File: src/rtl/mem_arbiter_if.sv
// Bus bundle between the core requesters (fetch, load/store), the arbiter and memory.
// slave : arbiter view (takes requests, drives grants/responses and memory request)
// master: environment view (drives requests and memory responses)
interface mem_arbiter_if;
    logic        if_req;
    logic [31:0] if_addr;
    logic        if_flush;
    logic        if_gnt;
    logic        if_rvalid;

    logic        ls_req;
    logic        ls_we;
    logic [31:0] ls_addr;
    logic [31:0] ls_wdata;
    logic [3:0]  ls_be;
    logic        ls_gnt;
    logic        ls_rvalid;

    logic [31:0] rdata;

    logic        mem_req;
    logic        mem_we;
    logic [31:0] mem_addr;
    logic [31:0] mem_wdata;
    logic [3:0]  mem_be;
    logic        mem_gnt;
    logic        mem_rvalid;
    logic [31:0] mem_rdata;

    modport slave (
        input  if_req, if_addr, if_flush,
        output if_gnt, if_rvalid,
        input  ls_req, ls_we, ls_addr, ls_wdata, ls_be,
        output ls_gnt, ls_rvalid,
        output rdata,
        output mem_req, mem_we, mem_addr, mem_wdata, mem_be,
        input  mem_gnt, mem_rvalid, mem_rdata
    );

    modport master (
        output if_req, if_addr, if_flush,
        input  if_gnt, if_rvalid,
        output ls_req, ls_we, ls_addr, ls_wdata, ls_be,
        input  ls_gnt, ls_rvalid,
        input  rdata,
        input  mem_req, mem_we, mem_addr, mem_wdata, mem_be,
        output mem_gnt, mem_rvalid, mem_rdata
    );
endinterface

File: src/rtl/mem_arbiter.sv
// Fetch / load-store arbiter in front of a single-ported memory, one transaction in flight.
// Ports: clk, rst (async, active-high), bus (mem_arbiter_if.slave: requesters + memory).
module mem_arbiter #(
    parameter int unsigned STARVE_LIMIT = 4
) (
    input  logic          clk,
    input  logic          rst,
    mem_arbiter_if.slave  bus
);

    typedef enum logic [1:0] {
        IDLE,
        REQ,
        RESP
    } state_t;

    localparam logic [2:0] LIMIT = 3'(STARVE_LIMIT);

    state_t      state_q, state_d;
    logic        owner_if_q, owner_if_d;
    logic [2:0]  streak_q, streak_d;
    logic        drop_q, drop_d;
    logic        mem_we_q, mem_we_d;
    logic [31:0] mem_addr_q, mem_addr_d;
    logic [31:0] mem_wdata_q, mem_wdata_d;
    logic [3:0]  mem_be_q, mem_be_d;
    logic        pick_if;

    always_ff @(posedge clk or posedge rst) begin
        if (rst) begin
            state_q     <= IDLE;
            owner_if_q  <= 1'b0;
            streak_q    <= 3'd0;
            drop_q      <= 1'b0;
            mem_we_q    <= 1'b0;
            mem_addr_q  <= 32'd0;
            mem_wdata_q <= 32'd0;
            mem_be_q    <= 4'd0;
        end else begin
            state_q     <= state_d;
            owner_if_q  <= owner_if_d;
            streak_q    <= streak_d;
            drop_q      <= drop_d;
            mem_we_q    <= mem_we_d;
            mem_addr_q  <= mem_addr_d;
            mem_wdata_q <= mem_wdata_d;
            mem_be_q    <= mem_be_d;
        end
    end

    always_comb begin
        state_d       = state_q;
        owner_if_d    = owner_if_q;
        streak_d      = streak_q;
        drop_d        = drop_q;
        mem_we_d      = mem_we_q;
        mem_addr_d    = mem_addr_q;
        mem_wdata_d   = mem_wdata_q;
        mem_be_d      = mem_be_q;
        bus.if_gnt    = 1'b0;
        bus.ls_gnt    = 1'b0;
        bus.if_rvalid = 1'b0;
        bus.ls_rvalid = 1'b0;

        // Load/store normally wins; fetch forces its way in once starved.
        pick_if = bus.if_req && (!bus.ls_req || streak_q == LIMIT);

        unique case (state_q)
            IDLE: begin
                drop_d = 1'b0;
                if (!bus.if_req) begin
                    streak_d = 3'd0;
                end
                if (bus.if_req || bus.ls_req) begin
                    state_d    = REQ;
                    owner_if_d = pick_if;
                    if (pick_if) begin
                        streak_d    = 3'd0;
                        mem_we_d    = 1'b0;
                        mem_addr_d  = bus.if_addr;
                        mem_wdata_d = 32'd0;
                        mem_be_d    = 4'hF;
                    end else begin
                        // Streak only grows while fetch is actually waiting.
                        if (bus.if_req) begin
                            streak_d = streak_q + 3'd1;
                        end
                        mem_we_d    = bus.ls_we;
                        mem_addr_d  = bus.ls_addr;
                        mem_wdata_d = bus.ls_wdata;
                        mem_be_d    = bus.ls_be;
                    end
                end
            end
            REQ: begin
                if (owner_if_q && bus.if_flush) begin
                    drop_d = 1'b1;
                end
                if (bus.mem_gnt) begin
                    bus.if_gnt = owner_if_q;
                    bus.ls_gnt = !owner_if_q;
                    state_d    = RESP;
                end
            end
            RESP: begin
                if (owner_if_q && bus.if_flush) begin
                    drop_d = 1'b1;
                end
                if (bus.mem_rvalid) begin
                    // A flush in the response cycle itself also kills the data.
                    bus.if_rvalid = owner_if_q && !drop_q && !bus.if_flush;
                    bus.ls_rvalid = !owner_if_q;
                    drop_d        = 1'b0;
                    state_d       = IDLE;
                end
            end
            default: begin
                state_d = IDLE;
            end
        endcase
    end

    assign bus.mem_req   = (state_q == REQ);
    assign bus.mem_we    = mem_we_q;
    assign bus.mem_addr  = mem_addr_q;
    assign bus.mem_wdata = mem_wdata_q;
    assign bus.mem_be    = mem_be_q;
    assign bus.rdata     = bus.mem_rdata;

endmodule

File: src/flat_wrapper.sv
// flat-port wrapper written by rule: the top's interface ports become plain ports
module mem_arbiter_flat 
#(
    parameter int unsigned STARVE_LIMIT = 4
)
  (clk, rst, bus_if_req, bus_if_addr, bus_if_flush, bus_if_gnt, bus_if_rvalid, bus_ls_req, bus_ls_we, bus_ls_addr, bus_ls_wdata, bus_ls_be, bus_ls_gnt, bus_ls_rvalid, bus_rdata, bus_mem_req, bus_mem_we, bus_mem_addr, bus_mem_wdata, bus_mem_be, bus_mem_gnt, bus_mem_rvalid, bus_mem_rdata);
  mem_arbiter_if bus_i ();
  input  logic clk;
  input  logic rst;
  input wire logic [$bits(bus_i.if_req)-1:0] bus_if_req;
  input wire logic [$bits(bus_i.if_addr)-1:0] bus_if_addr;
  input wire logic [$bits(bus_i.if_flush)-1:0] bus_if_flush;
  output wire logic [$bits(bus_i.if_gnt)-1:0] bus_if_gnt;
  output wire logic [$bits(bus_i.if_rvalid)-1:0] bus_if_rvalid;
  input wire logic [$bits(bus_i.ls_req)-1:0] bus_ls_req;
  input wire logic [$bits(bus_i.ls_we)-1:0] bus_ls_we;
  input wire logic [$bits(bus_i.ls_addr)-1:0] bus_ls_addr;
  input wire logic [$bits(bus_i.ls_wdata)-1:0] bus_ls_wdata;
  input wire logic [$bits(bus_i.ls_be)-1:0] bus_ls_be;
  output wire logic [$bits(bus_i.ls_gnt)-1:0] bus_ls_gnt;
  output wire logic [$bits(bus_i.ls_rvalid)-1:0] bus_ls_rvalid;
  output wire logic [$bits(bus_i.rdata)-1:0] bus_rdata;
  output wire logic [$bits(bus_i.mem_req)-1:0] bus_mem_req;
  output wire logic [$bits(bus_i.mem_we)-1:0] bus_mem_we;
  output wire logic [$bits(bus_i.mem_addr)-1:0] bus_mem_addr;
  output wire logic [$bits(bus_i.mem_wdata)-1:0] bus_mem_wdata;
  output wire logic [$bits(bus_i.mem_be)-1:0] bus_mem_be;
  input wire logic [$bits(bus_i.mem_gnt)-1:0] bus_mem_gnt;
  input wire logic [$bits(bus_i.mem_rvalid)-1:0] bus_mem_rvalid;
  input wire logic [$bits(bus_i.mem_rdata)-1:0] bus_mem_rdata;
  assign bus_i.if_req = bus_if_req;
  assign bus_i.if_addr = bus_if_addr;
  assign bus_i.if_flush = bus_if_flush;
  assign bus_if_gnt = bus_i.if_gnt;
  assign bus_if_rvalid = bus_i.if_rvalid;
  assign bus_i.ls_req = bus_ls_req;
  assign bus_i.ls_we = bus_ls_we;
  assign bus_i.ls_addr = bus_ls_addr;
  assign bus_i.ls_wdata = bus_ls_wdata;
  assign bus_i.ls_be = bus_ls_be;
  assign bus_ls_gnt = bus_i.ls_gnt;
  assign bus_ls_rvalid = bus_i.ls_rvalid;
  assign bus_rdata = bus_i.rdata;
  assign bus_mem_req = bus_i.mem_req;
  assign bus_mem_we = bus_i.mem_we;
  assign bus_mem_addr = bus_i.mem_addr;
  assign bus_mem_wdata = bus_i.mem_wdata;
  assign bus_mem_be = bus_i.mem_be;
  assign bus_i.mem_gnt = bus_mem_gnt;
  assign bus_i.mem_rvalid = bus_mem_rvalid;
  assign bus_i.mem_rdata = bus_mem_rdata;
  mem_arbiter #(.STARVE_LIMIT(STARVE_LIMIT)) u_core (.clk(clk), .rst(rst), .bus(bus_i));
endmodule
File: config.mk
export PLATFORM = sky130hd
export DESIGN_NAME = mem_arbiter_flat
export DESIGN_NICKNAME = d
export VERILOG_FILES = /design/src/rtl/mem_arbiter_if.sv /design/src/rtl/mem_arbiter.sv /design/src/flat_wrapper.sv
export SDC_FILE = /design/constraint.sdc
export NUM_CORES = 1
export LEC_CHECK = 0
export CORE_MARGIN = 2
export CORE_UTILIZATION = 40
export DETAILED_ROUTE_END_ITERATION = 6
export GPL_ROUTABILITY_DRIVEN = 0
export HOLD_SLACK_MARGIN = 0.15
export PLACE_DENSITY_LB_ADDON = 0.05
export SETUP_SLACK_MARGIN = 0.02
export SKIP_LAST_GASP = 1
export SYNTH_ARGS = -nofsm -noshare
export SYNTH_HDL_FRONTEND = slang
export SYNTH_SLANG_ARGS = --single-unit
File: constraint.sdc
create_clock -name clk -period 4.89 [get_ports clk]
set_input_delay 1.2225 -clock clk [delete_from_list [all_inputs] [get_ports clk]]
set_output_delay 1.2225 -clock clk [all_outputs]
set_load 0.1 [all_outputs]
==> impl_metrics.json <==
{
  "grt_pass1_vias": 3538,
  "crit_fanout": 6,
  "ctsResizeCount": 0,
  "drc": 0,
  "ff2ff_path_depth": 7,
  "synth_edf_count": 0,
  "rrSetupSlack_ns": 2.37,
  "postRouteAntennaNets": 0,
  "area_growth_pct": 45.1,
  "layout-drive-gt1-share": 0.103,
  "cp.arrival_ns": 2.34,
  "clk_latency_ns": 0.36,
  "cts_buffers": 9,
  "holdWs_ns": 0.483,
  "placed_cell_area_sq_mm": 0.00557,
  "ys_ff_latch": 76,
  "rsz0062_at_grt": "false",
  "path_cells": "inv_1 > ha_1 > clkdlybuf4s50_1",
  "period_needed_ns": 3.56,
  "grtUsageMet1": 0.256,
  "maxSlewViolCount": 0,
  "grt-ovfl-total": 0,
  "rr_startpoint": "u_core.state_q[1]",
  "synth_top_area_share": 0.479,
  "grt_first_pass_wirelength_mm": 18.1,
  "max_freq_mhz": 281,
  "antenna_found_initial": 0,
  "dp_hpwl_mm": 7.54,
  "r2r-end": "u_core.bus.mem_wdata[11]",
  "fp.dieW_um": 104,
  "synthFlopType": "dfrtp_1",
  "root_buffer": "clkbuf_8",
  "dpl.cell_count": 682,
  "wl_per_cell_um": 15.9,
  "vias": 3555,
  "grt_max_degree": 54,
  "grt_usage": 0.207,
  "synth_seq_area_share": 0.479,
  "core-area_sq_mm": 0.00968,
  "fin_skew_ns": 0.00974,
  "grtUsageMet2": 0.330,
  "synth_cells": 428,
  "use_met3": 0.0793,
  "vias_per_cell": 5.09,
  "hold_violations": 0,
  "final_cells": 698,
  "htreeDepth": 3,
  "initial_core_util": 0.410,
  "yosys-top-cells-count": "nand2_1, dfrtp_1, buf_4",
  "nets": 707,
  "dieArea_sq_mm": 0.0107,
  "worst_slew_pin_slew_ns": 1.02,
  "top_usage_layer": "met2",
  "synthesis.area_sq_mm": 0.00397,
  "setup_tns_ns": 0,
  "cts_tree": "done",
  "drv_cap": 0,
  "ys_types": 34,
  "hold_buffers": 0,
  "critPathRequiredTime_ns": 3.67,
  "cts.sinks": 76,
  "synth_nets": 575,
  "firstDrtPassIters": 4,
  "startpoint_type": "register",
  "yosysWarnings": 0,
  "drt_wl_total_mm": 11.1,
  "rows": 36,
  "cts.path.max_buffers": 2,
  "yosysTopAreaCell": "dfrtp_1",
  "fin_area_sq_mm": 0.00576,
  "critPathLaunch": "u_core.state_q[1]",
  "synth_area_leaders": "dfrtp_1, nand2_1, o211ai_2, buf_4, nand4_1",
  "slowest_delay_ns": 1.17,
  "status": "finished clean",
  "portBuffers": 181,
  "diodes": 0,
  "synth_most_common_cell": "nand2_1",
  "die_h_um": 104,
  "end_kind": "primary output",
  "io_pins": 246,
  "drtIter0Drc": 105,
  "nFillCells": 899,
  "synthArstFlopShare": 1.00,
  "cp-endpoint": "bus_mem_req",
  "clk_pin_slew_worst_paths_ns": 0.08,
  "period_share": 0.729,
  "cp_slowest_cell": "clkdlybuf4s50_1",
  "worst_slew_margin_rel": 0.316,
  "critical_path_class": "reg -> out",
  "hp-class": "reg -> reg",
  "setup-violations-final": 0,
  "cts_setup_buffers": 0,
  "syn_area_per_cell_sq_um": 9.28
}
-- worst min path at each step --
| stage | from | end | slack [ns] | cells after the start |
|---|---|---|---|---|
| after detailed placement | u_core.bus.mem_addr[2] | u_core.bus.mem_addr[2] | 0.47 | 2 |
| final | u_core.bus.mem_wdata[13] | u_core.bus.mem_wdata[13] | 0.48 | 2 |
| after global routing | u_core.bus.mem_wdata[25] | u_core.bus.mem_wdata[25] | 0.50 | 2 |
| after floorplan | u_core.streak_q[2] | u_core.streak_q[2] | 0.51 | 1 |
| after global placement | u_core.bus.mem_wdata[15] | u_core.bus.mem_wdata[15] | 0.46 | 2 |
| after CTS | u_core.bus.mem_wdata[23] | u_core.bus.mem_wdata[23] | 0.49 | 2 |
-- per-stage QoR --
| stage | setup WS, ns | util |
|---|---|---|
| final | 1.33 | 0.595 |
| after global routing | 1.24 | 0.595 |
| after CTS | 1.32 | 0.595 |
| after detailed placement | 1.35 | 0.575 |
| after global placement | 1.36 | 0.575 |
| after floorplan | 0.688 | - |
-- metal layers --
layer | routed length (um) | part of all wire
met5 | 0 | 0
met4 | 182 | 0.016
met3 | 951 | 0.086
met2 | 5150 | 0.46
met1 | 4790 | 0.43
-- flip-flops by register name (all words and copies together), names as in the netlist --
name,flops
u_core.owner_if_q,1
u_core.streak_q,3
u_core.state_q,2
u_core.bus.mem_be,4
u_core.drop_q,1
u_core.bus.mem_wdata,32
u_core.bus.mem_addr,32
u_core.bus.mem_we,1
-- critical path: cells and delay by family, from the launching register on --
kind	cells	cell delay [ns]
adder cells (fa/ha/maj)	1	0.28
buffers and inverters	2	1.30
flip-flops	1	0.40
-- final cells by class --
| type | count | area [sq um] | share of cell area |
|---|---|---|---|
| clock buffer | 15 | 166 | 0.0289 |
| clock inverter | 1 | 30.0 | 0.00521 |
| timing repair buffer | 188 | 1880 | 0.326 |
| inverter | 8 | 31.3 | 0.00543 |
| sequential | 76 | 1900 | 0.330 |
| tap | 133 | 166 | 0.0289 |
| multi-input combinational | 277 | 1590 | 0.276 |
-- logic make-up after synthesis --
kind of cell,count (synthesis),share of synthesized area
AO/OA/AOI/OAI,85,0.173
adder cells (fa/ha/maj),7,0.0220
buffers and inverters,75,0.124
flip-flops,76,0.479
multiplexers,1,0.00283
AND/OR/NAND/NOR,184,0.199
-- placed cells by master, fill, tap and decap left out, types with 2 or more instances in the layout --
| cell type | count |
|---|---|
| a21oi_1 | 6 |
| buf_12 | 2 |
| buf_4 | 9 |
| clkbuf_1 | 4 |
| clkbuf_8 | 11 |
| clkdlybuf4s50_1 | 177 |
| dfrtp_1 | 76 |
| ha_1 | 7 |
| inv_1 | 7 |
| nand2_1 | 135 |
| nand4_1 | 33 |
| nor2_1 | 11 |
| o211ai_1 | 5 |
| o211ai_2 | 27 |
| o21ai_0 | 22 |
| o21ai_1 | 13 |
Power is left out: the tool's default activity adds up to more than one toggle a clock period on the data nets, which glitch-free logic cannot reach.
